File: src/rtl/fft_input_loader_if.sv
// ==== fft_input_loader_if : sample stream in, parallel 8-slot frame out (rev 1.0) ====
`default_nettype none

interface fft_input_loader_if #(
  parameter int W = 8
);
  logic           in_valid;
  logic           in_ready;
  logic           in_last;
  logic [W-1:0]   in_r;
  logic [W-1:0]   in_i;
  logic           frame_valid;
  logic           frame_ready;
  logic [8*W-1:0] out_r;
  logic [8*W-1:0] out_i;
  logic           frame_err;

  // The loader side: consumes samples, produces frames.
  modport slave (
    input  in_valid, in_last, in_r, in_i, frame_ready,
    output in_ready, frame_valid, out_r, out_i, frame_err
  );

  // The environment side: produces samples, consumes frames.
  modport master (
    output in_valid, in_last, in_r, in_i, frame_ready,
    input  in_ready, frame_valid, out_r, out_i, frame_err
  );
endinterface

`default_nettype wire

File: src/rtl/fft_input_loader.sv
// ==== fft_input_loader : collects 8 complex samples into bit-reversed slots for the FFT (rev 1.0) ====
`default_nettype none

module fft_input_loader #(
  parameter int N      = 3,
  parameter bit BITREV = 1'b1
) (
  input  wire logic         clk,
  input  wire logic         rst,
  fft_input_loader_if.slave bus
);

  localparam int W = 2 ** N;

  typedef enum logic [0:0] {
    FILL = 1'b0,
    FULL = 1'b1
  } state_e;

  state_e       state_q;
  logic [2:0]   cnt_q;
  logic         in_ready_q;
  logic         frame_valid_q;
  logic         frame_err_q;
  logic [W-1:0] slot_r_q [8];
  logic [W-1:0] slot_i_q [8];

  logic [2:0]   wr_idx;
  logic [2:0]   cnt_d;

  assign wr_idx = BITREV ? {cnt_q[0], cnt_q[1], cnt_q[2]} : cnt_q;
  assign cnt_d  = cnt_q + 3'd1;

  always_ff @(posedge clk or negedge rst) begin
    if (!rst) begin
      state_q       <= FILL;
      cnt_q         <= 3'd0;
      in_ready_q    <= 1'b1;
      frame_valid_q <= 1'b0;
      frame_err_q   <= 1'b0;
      for (int k = 0; k < 8; k++) begin
        slot_r_q[k] <= '0;
        slot_i_q[k] <= '0;
      end
    end else begin
      frame_err_q <= 1'b0;
      case (state_q)
        FILL: begin
          if (bus.in_valid) begin
            slot_r_q[wr_idx] <= bus.in_r;
            slot_i_q[wr_idx] <= bus.in_i;
            if (cnt_q == 3'd7) begin
              // A missing in_last on the 8th sample still completes the frame, but is flagged.
              state_q       <= FULL;
              cnt_q         <= 3'd0;
              in_ready_q    <= 1'b0;
              frame_valid_q <= 1'b1;
              frame_err_q   <= ~bus.in_last;
            end else if (bus.in_last) begin
              cnt_q       <= 3'd0;
              frame_err_q <= 1'b1;
            end else begin
              cnt_q <= cnt_d;
            end
          end
        end
        FULL: begin
          if (bus.frame_ready) begin
            state_q       <= FILL;
            in_ready_q    <= 1'b1;
            frame_valid_q <= 1'b0;
          end
        end
        default: begin
          state_q       <= FILL;
          in_ready_q    <= 1'b1;
          frame_valid_q <= 1'b0;
        end
      endcase
    end
  end

  assign bus.in_ready    = in_ready_q;
  assign bus.frame_valid = frame_valid_q;
  assign bus.frame_err   = frame_err_q;

  for (genvar k = 0; k < 8; k++) begin : g_pack
    assign bus.out_r[k*W +: W] = slot_r_q[k];
    assign bus.out_i[k*W +: W] = slot_i_q[k];
  end

endmodule

`default_nettype wire

File: src/flat_wrapper.sv
// flat-port wrapper written by rule: the top's interface ports become plain ports
module fft_input_loader_flat 
#(
  parameter int N      = 3,
  parameter bit BITREV = 1'b1
)
  (clk, rst, bus_in_valid, bus_in_last, bus_in_r, bus_in_i, bus_frame_ready, bus_in_ready, bus_frame_valid, bus_out_r, bus_out_i, bus_frame_err);
  fft_input_loader_if #(.W(8)) bus_i ();
  input  wire logic clk;
  input  wire logic rst;
  input wire logic [$bits(bus_i.in_valid)-1:0] bus_in_valid;
  input wire logic [$bits(bus_i.in_last)-1:0] bus_in_last;
  input wire logic [$bits(bus_i.in_r)-1:0] bus_in_r;
  input wire logic [$bits(bus_i.in_i)-1:0] bus_in_i;
  input wire logic [$bits(bus_i.frame_ready)-1:0] bus_frame_ready;
  output wire logic [$bits(bus_i.in_ready)-1:0] bus_in_ready;
  output wire logic [$bits(bus_i.frame_valid)-1:0] bus_frame_valid;
  output wire logic [$bits(bus_i.out_r)-1:0] bus_out_r;
  output wire logic [$bits(bus_i.out_i)-1:0] bus_out_i;
  output wire logic [$bits(bus_i.frame_err)-1:0] bus_frame_err;
  assign bus_i.in_valid = bus_in_valid;
  assign bus_i.in_last = bus_in_last;
  assign bus_i.in_r = bus_in_r;
  assign bus_i.in_i = bus_in_i;
  assign bus_i.frame_ready = bus_frame_ready;
  assign bus_in_ready = bus_i.in_ready;
  assign bus_frame_valid = bus_i.frame_valid;
  assign bus_out_r = bus_i.out_r;
  assign bus_out_i = bus_i.out_i;
  assign bus_frame_err = bus_i.frame_err;
  fft_input_loader #(.N(N), .BITREV(BITREV)) u_core (.clk(clk), .rst(rst), .bus(bus_i));
endmodule
File: config.mk
export PLATFORM = sky130hd
export DESIGN_NAME = fft_input_loader_flat
export DESIGN_NICKNAME = d
export VERILOG_FILES = /design/src/rtl/fft_input_loader_if.sv /design/src/rtl/fft_input_loader.sv /design/src/flat_wrapper.sv
export SDC_FILE = /design/constraint.sdc
export NUM_CORES = 1
export LEC_CHECK = 0
export CAP_MARGIN = 20
export CORE_ASPECT_RATIO = 0.9
export CORE_MARGIN = 5
export CORE_UTILIZATION = 45
export DETAILED_ROUTE_END_ITERATION = 8
export PLACE_DENSITY = 0.75
export SYNTH_ARGS = -nofsm -noshare
export SYNTH_HDL_FRONTEND = slang
export SYNTH_SLANG_ARGS = --single-unit
File: constraint.sdc
create_clock -name clk -period 3.2 [get_ports clk]
set_input_delay 0.96 -clock clk [delete_from_list [all_inputs] [get_ports clk]]
set_output_delay 0.96 -clock clk [all_outputs]
set_load 0.05 [all_outputs]
==> metrics.cfg <==
[drt]
detail-route-antenna-nets = 0
wl_per_cell_um = 20.0
dr.pass1.iters = 4
vias_per_cell = 4.95
drc = 0
drt_iter0_drc = 114
wl_um = 13000
num_vias = 3215

[clock_tree]
cts_num_sinks = 135
cts_setup_buffers = 0
clock_path_buffers = 2
htree_levels = 4
worstSkewPairLatency_ps = 400
cts_resized = 0
clk_pin_slew_ps = 50
cts_made_buffers = 17
cts_tree = done
cts-root-buf = clkbuf_16
cts_hold_repair.buffers = 0

[logic_synthesis]
synthesis.area_um2 = 5530
syn_avg_cell_area_um2 = 17.8
ys_seq_area_frac = 0.612
synth_area_leader_cell = dfrtp_1
ys_ff_latch = 135
synthCells = 311
ys_warn_count = 0
synth_nets = 339
async_reset_ff_frac = 1.00
ys.flop_type = dfrtp_1
synth_edf_count = 0
synth_most_common_cell = dfrtp_1
synth.area.top_cells = dfrtp_1 61%, mux2_2 18%, mux2_4 11%
synthDistinctLibCells = 23
synth.top_cell.area_share = 0.607
netlist_top_cells_count = 134 x dfrtp_1, 89 x mux2_2, 41 x mux2_4

[worst_setup_path]
r2r_slack_ps = 1390
cp.required_ps = 2240
crit_buf_inv = 1
critical_path.top_delay_family = buffers and inverters
critPathKind = flop to output pin
cp_slowest_cell = clkdlybuf4s50_1
path_cells = clkdlybuf4s50_1
cp-end-kind = output pin
crit_arrival_ps = 1760
crit_fanout = 3
cpPeakStageDelay_ps = 820
critPathLaunchType = flop

[sta]
period_share = 0.849
tightest_slew_ps = 565
rsz0062_at_grt = false
max_freq_ghz = 0.368
fin_setup_tns_ps = 0
period_minus_slack_ps = 2720
finalSetupViolations = 0
slew_viol_final = 0
slew_headroom = 0.622
hold_slack_ps = 497
hold_viol_final = 0
skew_ps = 5.29

[final_layout]
stdcell_area_um2 = 7760
syn2layout_area_growth_pct = 40.4
finalNetCount = 504
drive_gt1_frac = 0.364
multi_input_area_um2 = 1950
fill_cells = 866
antennaDiodeCount = 0
ff_latch_area_um2 = 3380

[die]
die_w_um = 127
initial_core_util = 0.459
core.rowCount = 38
fp.dieH_um = 115
core_area_um2 = 12000
die_area_um2 = 14600
ioPinCount = 152

[job]
drv_cap = 0

[grt]
first_global_vias = 3597
track_usage = 0.189
grt_overflow = 0
grt_pass1_wl_um = 21000
grt_max_degree = 57
antenna_found_initial = 0

[placed_design]
io_buffers = 151
routabilityCongestion = 0.762
hpwl_um = 8980
detailed_place.area_um2 = 7140

[status]
status = finished, final reports clean

[hold_path]
min_path_type = primary input to async pin

-- stage by stage --
step                      setup WS (ps)  std cells  utilization
after floorplan                    1210        311            -
after global placement              603        617        0.594
after detailed placement            525        617        0.594
after CTS                           461        649        0.645
after global routing                421        649        0.645
final                               484        649        0.645
-- sequential cells by signal, indices dropped and copies added, names as in the netlist --
| signal | cells |
|---|---|
| u_core.bus.frame_err | 1 |
| u_core.bus.frame_valid | 1 |
| u_core.bus.in_ready | 1 |
| u_core.bus.out_i | 64 |
| u_core.bus.out_r | 64 |
| u_core.cnt_q | 3 |
| u_core.state_q | 1 |
-- logic make-up after synthesis --
logic type | after synthesis | synth area share
compound gates | 6 | 0.00702
xor+xnor | 1 | 0.00159
fa+ha+maj | 7 | 0.0158
buf+inv | 19 | 0.0360
flops | 135 | 0.612
mux | 130 | 0.293
simple gates | 13 | 0.0353
-- area by class of cell --
| cell class | instances | share of cell area |
|---|---|---|
| clock buffer | 23 | 0.0642 |
| multi-input combinational | 157 | 0.251 |
| sequential | 135 | 0.436 |
| inverter | 5 | 0.00242 |
| clock inverter | 9 | 0.0155 |
| timing repair buffer | 160 | 0.205 |
| tap | 160 | 0.0258 |
-- placed cells by master (no fill, tap or decap), types with 2 or more instances in the layout --
master,count
clkbuf_8,5
mux2_2,89
nand3b_4,2
clkdlybuf4s50_1,150
and4bb_1,2
dfrtp_1,134
nand4b_4,3
buf_4,8
clkinv_2,6
nor3_1,2
o22ai_1,2
bufinv_16,3
inv_1,5
mux2_4,41
clkbuf_16,17
ha_1,7
-- layer usage --
layer,vias to the layer above,track usage,routed length [um]
li1,1458,-,-
met1,1644,0.249,5740
met2,104,0.295,6220
met3,9,0.0794,925
met4,0,0.0429,88
met5,-,0,0
-- path summary, 6_finish.rpt --
path / to / depth (start not counted) / start
max: bus_in_ready / 1 / u_core.bus.in_ready
min: u_core.bus.out_i[26] / 1 / rst
max reg2reg: u_core.bus.out_r[61] / 3 / u_core.cnt_q[2]
min reg2reg: u_core.bus.out_i[9] / 1 / u_core.bus.out_i[9]
max in group asynchronous: u_core.bus.out_i[44] / 2 / rst
min in group clk: u_core.bus.out_i[9] / 1 / u_core.bus.out_i[9]
Power is left out: the tool's default activity adds up to more than one toggle a clock period on the data nets, which glitch-free logic cannot reach.
